`config.mk`:
```
export PLATFORM = sky130hd
export DESIGN_NAME = rubik_pixel_stream
export DESIGN_NICKNAME = d
export VERILOG_FILES = /design/src/rtl/rubik_pkg.sv /design/src/rtl/rubik_net_counter.sv /design/src/rtl/rubik_pixel_stream.sv
export SDC_FILE = /design/constraint.sdc
export NUM_CORES = 1
export LEC_CHECK = 0
export BUFFER_PORTS_ARGS = -buffer_cell sky130_fd_sc_hd__clkbuf_2
export CORE_UTILIZATION = 59
export DETAILED_ROUTE_END_ITERATION = 8
export PLACE_DENSITY = 0.91
export SETUP_SLACK_MARGIN = 0.1
export SLEW_MARGIN = 20
export SYNTH_ARGS = -nofsm -noshare
export SYNTH_HDL_FRONTEND = slang
export SYNTH_HIERARCHICAL = 1
export SYNTH_SLANG_ARGS = --single-unit
```
`constraint.sdc`:
```
create_clock -name i_clk_100MHz -period 4.2 [get_ports i_clk_100MHz]
set_input_delay 0.63 -clock i_clk_100MHz [delete_from_list [all_inputs] [get_ports i_clk_100MHz]]
set_output_delay 0.63 -clock i_clk_100MHz [all_outputs]
set_load 0.01 [all_outputs]
```
`src/rtl/rubik_pkg.sv`:
```
// rubik_pkg: shared types and constants for the cube-net pixel stream.
// Holds the 3-bit colour codes, the RGB565 colour table, the face order
// (U,R,F,D,L,B) and the pixel class used between pipeline stages.
package rubik_pkg;

    localparam int unsigned N_FACELETS = 54;
    localparam int unsigned CODE_W     = 3;
    localparam int unsigned STATE_W    = N_FACELETS * CODE_W;
    localparam int unsigned IDX_W      = 6;
    localparam int unsigned PIX_W      = 16;

    // Face order inside the facelet vector
    localparam int unsigned FACE_U = 0;
    localparam int unsigned FACE_R = 1;
    localparam int unsigned FACE_F = 2;
    localparam int unsigned FACE_D = 3;
    localparam int unsigned FACE_L = 4;
    localparam int unsigned FACE_B = 5;

    typedef enum logic [CODE_W-1:0] {
        COL_WHITE   = 3'd0,
        COL_RED     = 3'd1,
        COL_GREEN   = 3'd2,
        COL_YELLOW  = 3'd3,
        COL_ORANGE  = 3'd4,
        COL_BLUE    = 3'd5,
        COL_UNKNOWN = 3'd6,
        COL_NONE    = 3'd7
    } colour_e;

    typedef logic [N_FACELETS-1:0][CODE_W-1:0] facelets_t;

    typedef enum logic [1:0] {
        PIX_BG      = 2'd0,
        PIX_GAP     = 2'd1,
        PIX_STICKER = 2'd2,
        PIX_CURSOR  = 2'd3
    } pix_class_e;

    localparam logic [PIX_W-1:0] RGB_WHITE   = 16'hFFFF;
    localparam logic [PIX_W-1:0] RGB_RED     = 16'hF800;
    localparam logic [PIX_W-1:0] RGB_GREEN   = 16'h07E0;
    localparam logic [PIX_W-1:0] RGB_YELLOW  = 16'hFFE0;
    localparam logic [PIX_W-1:0] RGB_ORANGE  = 16'hFD20;
    localparam logic [PIX_W-1:0] RGB_BLUE    = 16'h001F;
    localparam logic [PIX_W-1:0] RGB_UNKNOWN = 16'h8410;
    localparam logic [PIX_W-1:0] RGB_NONE    = 16'h0000;
    localparam logic [PIX_W-1:0] RGB_BG      = 16'h0000;
    localparam logic [PIX_W-1:0] RGB_GAP     = 16'h2104;
    localparam logic [PIX_W-1:0] RGB_CURSOR  = 16'hF81F;

    // Counter width for a modulus n (at least one bit)
    function automatic int unsigned cnt_w(input int unsigned n);
        return (n > 1) ? $clog2(n) : 1;
    endfunction

    // Colour code to RGB565
    function automatic logic [PIX_W-1:0] code_to_rgb(input colour_e c);
        case (c)
            COL_WHITE:   return RGB_WHITE;
            COL_RED:     return RGB_RED;
            COL_GREEN:   return RGB_GREEN;
            COL_YELLOW:  return RGB_YELLOW;
            COL_ORANGE:  return RGB_ORANGE;
            COL_BLUE:    return RGB_BLUE;
            COL_UNKNOWN: return RGB_UNKNOWN;
            default:     return RGB_NONE;
        endcase
    endfunction

endpackage

```
`src/rtl/rubik_net_counter.sv`:
```
// rubik_net_counter: raster position counters for the cube net.
// Ports: clk/rst_n (async active-low), adv (one-cycle advance request);
// outputs fr/fc (face row/col), sr/sc (sticker row/col), sx/sy (pixel within
// sticker pitch), in_net_c (current line inside the net band), wrap_c
// (this advance wraps the frame), frame_start (registered wrap pulse).
module rubik_net_counter
    import rubik_pkg::*;
#(
    parameter int unsigned H_RES      = 240,
    parameter int unsigned V_RES      = 320,
    parameter int unsigned STICKER_PX = 18,
    parameter int unsigned GAP_PX     = 2,
    parameter int unsigned Y_OFF      = 70
) (
    input  logic                                       clk,
    input  logic                                       rst_n,
    input  logic                                       adv,
    output logic [1:0]                                 fr,
    output logic [1:0]                                 fc,
    output logic [1:0]                                 sr,
    output logic [1:0]                                 sc,
    output logic [cnt_w(STICKER_PX+GAP_PX)-1:0]        sx,
    output logic [cnt_w(STICKER_PX+GAP_PX)-1:0]        sy,
    output logic                                       in_net_c,
    output logic                                       wrap_c,
    output logic                                       frame_start
);

    localparam int unsigned PITCH   = STICKER_PX + GAP_PX;
    localparam int unsigned SUB_W   = cnt_w(PITCH);
    localparam int unsigned X_W     = cnt_w(H_RES);
    localparam int unsigned Y_W     = cnt_w(V_RES);
    localparam int unsigned NET_END = Y_OFF + 9 * PITCH;

    localparam logic [X_W-1:0]   X_LAST   = X_W'(H_RES - 1);
    localparam logic [Y_W-1:0]   Y_LAST   = Y_W'(V_RES - 1);
    localparam logic [Y_W-1:0]   Y_OFF_L  = Y_W'(Y_OFF);
    localparam logic [Y_W:0]     NET_END_L = (Y_W+1)'(NET_END);
    localparam logic [SUB_W-1:0] SUB_LAST = SUB_W'(PITCH - 1);

    logic [X_W-1:0]   x_q, x_d;
    logic [Y_W-1:0]   y_q, y_d;
    logic [SUB_W-1:0] sx_q, sx_d, sy_q, sy_d;
    logic [1:0]       sc_q, sc_d, fc_q, fc_d, sr_q, sr_d, fr_q, fr_d;
    logic             frame_start_q, frame_start_d;

    // Cascaded raster counters; y-side sub-counters stay at 0 above the net
    always_comb begin
        x_d           = x_q;
        y_d           = y_q;
        sx_d          = sx_q;
        sy_d          = sy_q;
        sc_d          = sc_q;
        fc_d          = fc_q;
        sr_d          = sr_q;
        fr_d          = fr_q;
        frame_start_d = 1'b0;
        wrap_c        = adv && (x_q == X_LAST) && (y_q == Y_LAST);
        in_net_c      = (y_q >= Y_OFF_L) && ({1'b0, y_q} < NET_END_L);

        if (adv) begin
            if (x_q == X_LAST) begin
                x_d  = '0;
                sx_d = '0;
                sc_d = '0;
                fc_d = '0;
                if (y_q == Y_LAST) begin
                    y_d           = '0;
                    sy_d          = '0;
                    sr_d          = '0;
                    fr_d          = '0;
                    frame_start_d = 1'b1;
                end else begin
                    y_d = y_q + Y_W'(1);
                    if (y_q >= Y_OFF_L) begin
                        if (sy_q == SUB_LAST) begin
                            sy_d = '0;
                            if (sr_q == 2'd2) begin
                                sr_d = '0;
                                fr_d = (fr_q == 2'd2) ? 2'd0 : fr_q + 2'd1;
                            end else begin
                                sr_d = sr_q + 2'd1;
                            end
                        end else begin
                            sy_d = sy_q + SUB_W'(1);
                        end
                    end
                end
            end else begin
                x_d = x_q + X_W'(1);
                if (sx_q == SUB_LAST) begin
                    sx_d = '0;
                    if (sc_q == 2'd2) begin
                        sc_d = '0;
                        fc_d = fc_q + 2'd1;
                    end else begin
                        sc_d = sc_q + 2'd1;
                    end
                end else begin
                    sx_d = sx_q + SUB_W'(1);
                end
            end
        end
    end

    always_ff @(posedge clk or negedge rst_n) begin
        if (!rst_n) begin
            x_q           <= '0;
            y_q           <= '0;
            sx_q          <= '0;
            sy_q          <= '0;
            sc_q          <= '0;
            fc_q          <= '0;
            sr_q          <= '0;
            fr_q          <= '0;
            frame_start_q <= 1'b0;
        end else begin
            x_q           <= x_d;
            y_q           <= y_d;
            sx_q          <= sx_d;
            sy_q          <= sy_d;
            sc_q          <= sc_d;
            fc_q          <= fc_d;
            sr_q          <= sr_d;
            fr_q          <= fr_d;
            frame_start_q <= frame_start_d;
        end
    end

    assign fr          = fr_q;
    assign fc          = fc_q;
    assign sr          = sr_q;
    assign sc          = sc_q;
    assign sx          = sx_q;
    assign sy          = sy_q;
    assign frame_start = frame_start_q;

endmodule

```
`src/rtl/rubik_pixel_stream.sv`:
```
// rubik_pixel_stream: RGB565 pixel source drawing the cube state as a net.
// Ports: i_clk_100MHz, i_rst_n (async active-low), i_pix_adv (advance level),
// i_facelets (54 x 3-bit codes), i_load (capture pulse), i_cursor (highlight
// index), o_pixel (RGB565), o_frame_start (pulse on wrap to (0,0)).
// Optional: define RUBIK_CURSOR_EN to draw a magenta border on facelet i_cursor.
module rubik_pixel_stream
    import rubik_pkg::*;
#(
    parameter int unsigned H_RES      = 240,
    parameter int unsigned V_RES      = 320,
    parameter int unsigned STICKER_PX = 18,
    parameter int unsigned GAP_PX     = 2,
    parameter int unsigned Y_OFF      = 70
) (
    input  logic               i_clk_100MHz,
    input  logic               i_rst_n,
    input  logic               i_pix_adv,
    input  logic [STATE_W-1:0] i_facelets,
    input  logic               i_load,
    input  logic [IDX_W-1:0]   i_cursor,
    output logic [PIX_W-1:0]   o_pixel,
    output logic               o_frame_start
);

    localparam int unsigned SUB_W = cnt_w(STICKER_PX + GAP_PX);
    localparam logic [SUB_W-1:0] STK_L      = SUB_W'(STICKER_PX);

    logic             pix_adv_q;
    logic             adv_c;
    logic [1:0]       fr, fc, sr, sc;
    logic [SUB_W-1:0] sx, sy;
    logic             in_net_c, wrap_c;

    facelets_t        pending_q, pending_d, shadow_q, shadow_d;
    logic             pending_valid_q, pending_valid_d;

    logic             face_ok_c;
    logic [IDX_W-1:0] base_c, idx_c;
    pix_class_e       pix_class_q, pix_class_d;
    colour_e          code_q, code_d;
    logic [PIX_W-1:0] pixel_q, pixel_d;

    assign adv_c = i_pix_adv && !pix_adv_q;

    rubik_net_counter #(
        .H_RES      (H_RES),
        .V_RES      (V_RES),
        .STICKER_PX (STICKER_PX),
        .GAP_PX     (GAP_PX),
        .Y_OFF      (Y_OFF)
    ) u_counter (
        .clk         (i_clk_100MHz),
        .rst_n       (i_rst_n),
        .adv         (adv_c),
        .fr          (fr),
        .fc          (fc),
        .sr          (sr),
        .sc          (sc),
        .sx          (sx),
        .sy          (sy),
        .in_net_c    (in_net_c),
        .wrap_c      (wrap_c),
        .frame_start (o_frame_start)
    );

    // Pending/shadow: the display copy only changes on the frame wrap
    always_comb begin
        pending_d       = pending_q;
        pending_valid_d = pending_valid_q;
        shadow_d        = shadow_q;
        if (wrap_c) begin
            if (i_load) begin
                shadow_d  = i_facelets;
                pending_d = i_facelets;
            end else if (pending_valid_q) begin
                shadow_d = pending_q;
            end
            pending_valid_d = 1'b0;
        end else if (i_load) begin
            pending_d       = i_facelets;
            pending_valid_d = 1'b1;
        end
    end

    // Face map and facelet index (sr*3 built as 2*sr + sr)
    always_comb begin
        face_ok_c = 1'b1;
        base_c    = '0;
        case ({fr, fc})
            4'b00_01: base_c = IDX_W'(FACE_U * 9);
            4'b01_00: base_c = IDX_W'(FACE_L * 9);
            4'b01_01: base_c = IDX_W'(FACE_F * 9);
            4'b01_10: base_c = IDX_W'(FACE_R * 9);
            4'b01_11: base_c = IDX_W'(FACE_B * 9);
            4'b10_01: base_c = IDX_W'(FACE_D * 9);
            default:  face_ok_c = 1'b0;
        endcase
        idx_c = base_c + IDX_W'({sr, 1'b0}) + IDX_W'(sr) + IDX_W'(sc);
    end

`ifdef RUBIK_CURSOR_EN
    logic border_c;
    assign border_c = (sx == '0) || (sx == STK_L - SUB_W'(1)) ||
                      (sy == '0) || (sy == STK_L - SUB_W'(1));
`else
    logic unused_cursor;
    assign unused_cursor = ^i_cursor;
`endif

    // Pixel classification, registered with the colour code
    always_comb begin
        pix_class_d = PIX_BG;
        code_d      = COL_NONE;
        if (in_net_c && face_ok_c) begin
            if ((sx >= STK_L) || (sy >= STK_L)) begin
                pix_class_d = PIX_GAP;
            end else begin
                pix_class_d = PIX_STICKER;
                code_d      = colour_e'(shadow_q[idx_c]);
`ifdef RUBIK_CURSOR_EN
                if (border_c && (i_cursor == idx_c) &&
                    (i_cursor < IDX_W'(N_FACELETS))) begin
                    pix_class_d = PIX_CURSOR;
                end
`endif
            end
        end
    end

    // Colour lookup into the output register
    always_comb begin
        pixel_d = RGB_BG;
        case (pix_class_q)
            PIX_BG:     pixel_d = RGB_BG;
            PIX_GAP:    pixel_d = RGB_GAP;
            PIX_CURSOR: pixel_d = RGB_CURSOR;
            default:    pixel_d = code_to_rgb(code_q);
        endcase
    end

    always_ff @(posedge i_clk_100MHz or negedge i_rst_n) begin
        if (!i_rst_n) begin
            pix_adv_q       <= 1'b0;
            pending_q       <= '1;
            pending_valid_q <= 1'b0;
            shadow_q        <= '1;
            pix_class_q     <= PIX_BG;
            code_q          <= COL_NONE;
            pixel_q         <= RGB_BG;
        end else begin
            pix_adv_q       <= i_pix_adv;
            pending_q       <= pending_d;
            pending_valid_q <= pending_valid_d;
            shadow_q        <= shadow_d;
            pix_class_q     <= pix_class_d;
            code_q          <= code_d;
            pixel_q         <= pixel_d;
        end
    end

    assign o_pixel = pixel_q;

endmodule

```
# Yosys cells after proc, flatten, opt, wreduce, memory -nomap -nowiden
# Index checks and enable logic that the tools add are counted.
[totals]
regBits = 383
inputBits = 172
out_inout_bits = 17
[op_classes]
addsub = 11
magnitude_cmp = 5
n_eq_ne = 21
mux = 39
n_reduce_logical = 24
[ops]
columns = ["cell", "n"]
rows = [
  ["162-bit 2-to-1 mux", 2],
  ["16-bit one-hot mux with 7 select lines", 1],
  ["16-bit one-hot mux with 3 select lines", 1],
  ["2-bit 2-to-1 mux", 17],
  ["6-bit one-hot mux with 5 select lines", 1],
  ["5-bit 2-to-1 mux", 5],
  ["3-bit binary-select mux with 6-bit select", 1],
  ["4-bit by 3-bit equality test with 1-bit output (second input constant)", 4],
  ["2-bit nonzero test", 7],
  ["6-bit by 2-bit adder with 6-bit output", 2],
  ["5-bit by 1-bit adder with 5-bit output (second input constant)", 2],
  ["5-bit equality test (second input constant)", 2],
  ["5-bit greater-or-equal comparator (second input constant)", 2],
  ["9-bit by 1-bit adder with 9-bit output (second input constant)", 1],
  ["3-bit equality test (second input constant)", 3],
  ["9-bit equality test (second input constant)", 1],
  ["9-bit by 7-bit greater-or-equal comparator with 1-bit output (second input constant)", 1],
  ["9-bit by 8-bit less-than comparator with 1-bit output (second input constant)", 1],
  ["3-bit 2-to-1 mux", 3],
  ["9-bit 2-to-1 mux", 1],
  ["2-bit by 1-bit adder with 2-bit output (second input constant)", 4],
  ["8-bit by 1-bit adder with 8-bit output (second input constant)", 1],
  ["2-bit equality test (second input constant)", 4],
  ["8-bit equality test (second input constant)", 1],
  ["19 further kinds", 32],
]

# Logic depth before layout (Yosys ltp)
[depth]
ltp_word = 9
depth_mapped = 13
mapped_depth_nobuf = 12

# Modules after synthesis
# Netlist, hierarchy kept.
[modules_own_cells]
columns = ["mod", "n_inst", "cells_per_inst", "area_per_inst_um2", "seq_area_each_um2"]
rows = [
  ["rubik_pixel_stream", 1, 919, 14785.4, 8942.3],
  ["rubik_net_counter", 1, 206, 1975.6, 900.9],
]

# Worst setup path after synthesis
# No wires, ideal clock.
[synth_path]
kind = "reg-to-reg"
startpoint = "register u_counter.fr_q[0] (netlist: u_counter/fr[0])"
endpoint = "register code_q[1]"
arrival_time_ns = 3.194
slack_ns = 0.924
path_stages_with_launch = 13
path_buffers = 0
synth_period_minus_slack_ns = 3.276
cell_sequence = "dfrtp_1 nor2b_1 a22o_1 inv_1 fa_1 inv_1 fa_1 a21o_1 a21oi_1 xor2_1 mux2_2 o221a_1 a211oi_2"
[synth_via]
elab_chain_len = 9
[synth_rtl]
columns = ["element", "line_no", "rtl"]
rows = [
  ["start: declaration", "rubik_net_counter.sv:44", "logic [1:0] sc_q, sc_d, fc_q, fc_d, sr_q, sr_d, fr_q, fr_d;"],
  ["start signal: assignment", "rubik_net_counter.sv:125", "fr_q <= fr_d;"],
  ["4-bit equality test or 4-bit by 3-bit equality test with 1-bit output (tied branches)", "rubik_pixel_stream.sv:89", "case ({fr, fc})"],
  ["6-bit one-hot mux with 5 select lines", "rubik_pixel_stream.sv:89", ""],
  ["6-bit by 3-bit adder with 6-bit output", "rubik_pixel_stream.sv:98", "idx_c = base_c + IDX_W'({sr, 1'b0}) + IDX_W'(sr) + IDX_W'(sc);"],
  ["6-bit by 2-bit adder with 6-bit output (2 in series)", "rubik_pixel_stream.sv:98", ""],
  ["3-bit binary-select mux with 6-bit select", "rubik_pixel_stream.sv:119", "code_d = colour_e'(shadow_q[idx_c]);"],
  ["3-bit 2-to-1 mux (implied by the code)", "rubik_pixel_stream.sv:119", ""],
  ["3-bit 2-to-1 mux", "rubik_pixel_stream.sv:115", "if ((sx >= STK_L) || (sy >= STK_L)) begin"],
  ["3-bit 2-to-1 mux *", "rubik_pixel_stream.sv:114", "if (in_net_c && face_ok_c) begin"],
  ["named net code_d[1]", "rubik_pixel_stream.sv:40", "colour_e code_q, code_d;"],
  ["end signal: assignment", "rubik_pixel_stream.sv:156", "code_q <= code_d;"],
  ["end: declaration", "rubik_pixel_stream.sv:40", ""],
]
# Mark *: on every way through the listed nets, which the timed path passes. The rest lies on a longest branch. The select of a mux whose other input is x is not followed.
# A chain may end at the register's enable or synchronous reset.

# Worst setup path in the final report
[layout_path]
startpoint = "register u_counter.fc_q[1] (netlist: u_counter/fc[1])"
endpoint = "register code_q[0]"
[layout_via]
elab_chain_len = 9
[layout_rtl]
columns = ["element", "line_no", "rtl"]
rows = [
  ["start: declaration", "rubik_net_counter.sv:44", ""],
  ["start signal: assignment", "rubik_net_counter.sv:113", "fc_q <= '0;"],
  ["start signal: assignment", "rubik_net_counter.sv:123", "fc_q <= fc_d;"],
  ["4-bit equality test or 4-bit by 3-bit equality test with 1-bit output (tied branches)", "rubik_pixel_stream.sv:89", ""],
  ["6-bit one-hot mux with 5 select lines", "rubik_pixel_stream.sv:89", ""],
  ["6-bit by 3-bit adder with 6-bit output", "rubik_pixel_stream.sv:98", ""],
  ["6-bit by 2-bit adder with 6-bit output (2 in series)", "rubik_pixel_stream.sv:98", ""],
  ["3-bit binary-select mux with 6-bit select", "rubik_pixel_stream.sv:119", ""],
  ["3-bit 2-to-1 mux (implied by the code)", "rubik_pixel_stream.sv:119", ""],
  ["3-bit 2-to-1 mux", "rubik_pixel_stream.sv:115", ""],
  ["3-bit 2-to-1 mux *", "rubik_pixel_stream.sv:114", ""],
  ["named net code_d[0]", "rubik_pixel_stream.sv:40", ""],
]
# Marked as above.

==> impl_metrics.yaml <==
sta:
  slew_headroom: 0.359
  worst_pin_slew_ns: 0.957
  post-route-min-period_ns: 3.84
  clock.fmax_ghz: 0.260
  finalCritPeriodShare: 0.914
  hold_violations: 0
  skew_ns: 0.0187
  final-setup-viol-count: 0
  rsz0062_at_grt: "false"
  slew_viol_final: 0
  setup_ws_ns: 0.360
  final.setup.tns_ns: 0
  whs_ns: 0.234
setup_path:
  worstSetupPathType: "reg2reg"
  r2r_slack_ns: 0.36
  r2r_start: "u_counter/fc[1]"
  start_kind: "register"
  critPathRequiredTime_ns: 4.64
  regToRegEndpoint: "code_q[0]"
  arrival_ns: 4.28
  worstRegToRegCells: 10
  crit_path_max_fanout: 12
  worstSetupEndpointType: "register"
placement:
  post-dp-hpwl_um: 22500
  dp.cells: 1637
  postPlaceCellArea_sq_mm: 0.0181
  io_buffers: 182
  gp_congestion: 0.835
  preCtsSetupSlack_ns: 0.440
yosys:
  synth-seq-cells: 377
  synthDistinctLibCells: 69
  async_flop_share: 1.00
  yosysSeqAreaShare: 0.587
  yosys_warnings: 6
  synth_area_per_cell_sq_um: 14.9
  postSynthCellCount: 1125
  synth-main-ff-cell: "dfstp_2"
  synth_common_cells: "mux2_2 (330), dfstp_2 (327), dfrtp_1 (50), clkbuf_1 (48), nand2_1 (44)"
  synth_most_common_cell: "mux2_2"
  synth_area_leaders: "dfstp_2 (51%), mux2_2 (22%), dfrtp_1 (7.5%), mux4_2 (5.0%), clkbuf_1 (1.1%)"
  synthesis.area_sq_mm: 0.0168
  synth_edf_count: 0
  synth_fp_nets: 1308
  yosysTopAreaCellShare: 0.513
  yosysTopAreaCell: "dfstp_2"
cells_and_area:
  design_area_sq_mm: 0.0194
  final_util: 0.698
  instances_no_fill: 1707
  drive_gt1_frac: 0.733
  nets: 1483
  syn2layout_area_growth_pct: 16.0
  nFillCells: 1691
  num_antenna_cells: 0
global_route:
  grt_pass1_vias: 10560
  overflow: 0
  grt_antenna_before_repair: 1
  gr-usage-all-layers: 0.240
  grt_max_degree: 130
  grt_pass1_wl_um: 54400
clock_network:
  postCtsHoldBufs: 0
  postCtsSetupBuffers: 0
  clkLatencyLatePin_ns: 0.53
  clk_pin_slew_worst_paths_ns: 0.06
  htree_num_levels: 2
  cts.repair.resized: 0
  cts_made_buffers: 39
  cts_tree: "done"
  clockRootBuffer: "clkbuf_16"
  cts_sinks: 377
  clockBufferDepth: 3
floorplanning:
  ios: 189
  dieArea_sq_mm: 0.0291
  placeableCoreArea_sq_mm: 0.0279
  die_x_um: 171
  num_rows: 61
  die_y_um: 171
  start_util: 0.602
route:
  wl_per_cell_um: 19.8
  viasPerCell: 5.76
  drt_iter0_drc: 651
  drt_first_pass_iters: 5
  ant_nets: 0
  vias: 9833
  post-route-drc-count: 0
  drt-total-wl_um: 33900
worst_hold_path:
  min-delay-start: "i_pix_adv"
  hold_path_class: "in2reg"
  hold_path_depth: 1
  holdPathEnd: "pix_adv_q"
power:
  p_per_area_mw_per_mm2: 424
  p_leak_nw: 8.31
  peakVddDrop_mv: 0.360
  power_mw: 8.24
run:
  maxCapViolations: 0
status:
  status: "complete, no violations"
-- flip-flops by register name (all words and copies together) (netlist names) --
name                   count
pending_q                162
u_counter/sr               2
u_counter/y_q              9
code_q                     3
u_counter/x_q              8
u_counter/sc               2
u_counter/sy               5
u_counter/frame_start      1
pix_adv_q                  1
u_counter/sx               5
u_counter/fc               2
o_pixel                   10
shadow_q                 162
pending_valid_q            1
pix_class_q                2
u_counter/fr               2
-- cell families after synthesis --
family,count (synthesis),share of synthesized area
buf+inv,81,0.0209
fa+ha+maj,11,0.00956
flops,377,0.587
compound gates,90,0.0365
xor+xnor,18,0.0110
mux,385,0.284
simple gates,163,0.0503
-- cells in the final DEF, fill, tap and decap left out, types with 3 or more instances in the layout --
cell	synthesis	routed
buf_4	8	10
a21o_1	9	9
mux2_2	330	330
o31ai_1	4	4
and3_1	5	5
nand3_1	19	19
bufinv_16	0	5
nor2b_1	7	7
inv_1	16	16
clkbuf_1	48	4
nor3b_1	3	3
xnor2_1	9	9
clkbuf_16	0	40
nor3_1	13	13
nor2_1	31	31
a22oi_1	3	3
a22o_1	3	3
clkbuf_2	0	180
dfrtp_1	50	50
a31oi_1	7	7
clkbuf_8	0	4
clkinv_4	0	3
o211ai_1	4	4
clkinv_2	0	10
ha_1	8	8
nand4_1	8	8
mux2i_1	14	14
nand2b_1	8	8
dfstp_2	327	327
a21oi_1	20	20
o21ai_0	16	16
xor2_1	7	7
buf_12	0	7
nor4_1	7	7
and4_1	3	3
mux4_2	37	37
nand2_1	44	44
-- layout make-up --
cell class | count | area (sq um) | area share
clock inverter | 22 | 267 | 0.0137
sequential | 377 | 9840 | 0.506
clock buffer | 48 | 1070 | 0.0551
tap | 378 | 473 | 0.0243
inverter | 16 | 60.1 | 0.00309
multi-input combinational | 667 | 6590 | 0.339
timing repair buffer | 199 | 1140 | 0.0587
-- power by group --
| part | internal, mW | switching, mW |
|---|---|---|
| Sequential | 3.95 | 0.0960 |
| Clock | 2.13 | 1.42 |
| Combinational | 0.315 | 0.320 |
-- worst max-delay path, stage by stage (launching register included) --
cell,delay [ns]
dfrtp_1,0.44
nor3b_1,0.33
a22o_1,0.23
inv_1,0.07
fa_4,0.95
buf_12,0.22
mux4_2,0.55
a22oi_1,0.29
a31oi_1,0.15
nor4_1,0.39
a221oi_1,0.16
-- how the worst max path moves through the flow --
stage | startpoint | to | slack, ns | cells after the start
after global routing | u_counter/fc[1] | code_q[0] | 0.22 | 10
after floorplan | u_counter/fr[0] | code_q[1] | 0.92 | 12
final | u_counter/fc[1] | code_q[0] | 0.36 | 10
after global placement | u_counter/fc[1] | code_q[1] | 0.55 | 12
after detailed placement | u_counter/fc[1] | code_q[1] | 0.44 | 12
after CTS | u_counter/fc[1] | code_q[0] | 0.38 | 10
-- metal layers --
| layer | track usage | routed length [um] |
|---|---|---|
| met2 | 0.406 | 17100 |
| met3 | 0.0458 | 1840 |
| met1 | 0.311 | 14000 |
| met5 | 0 | 0 |
| met4 | 0.0850 | 894 |
(Power assumes the default switching activity.)
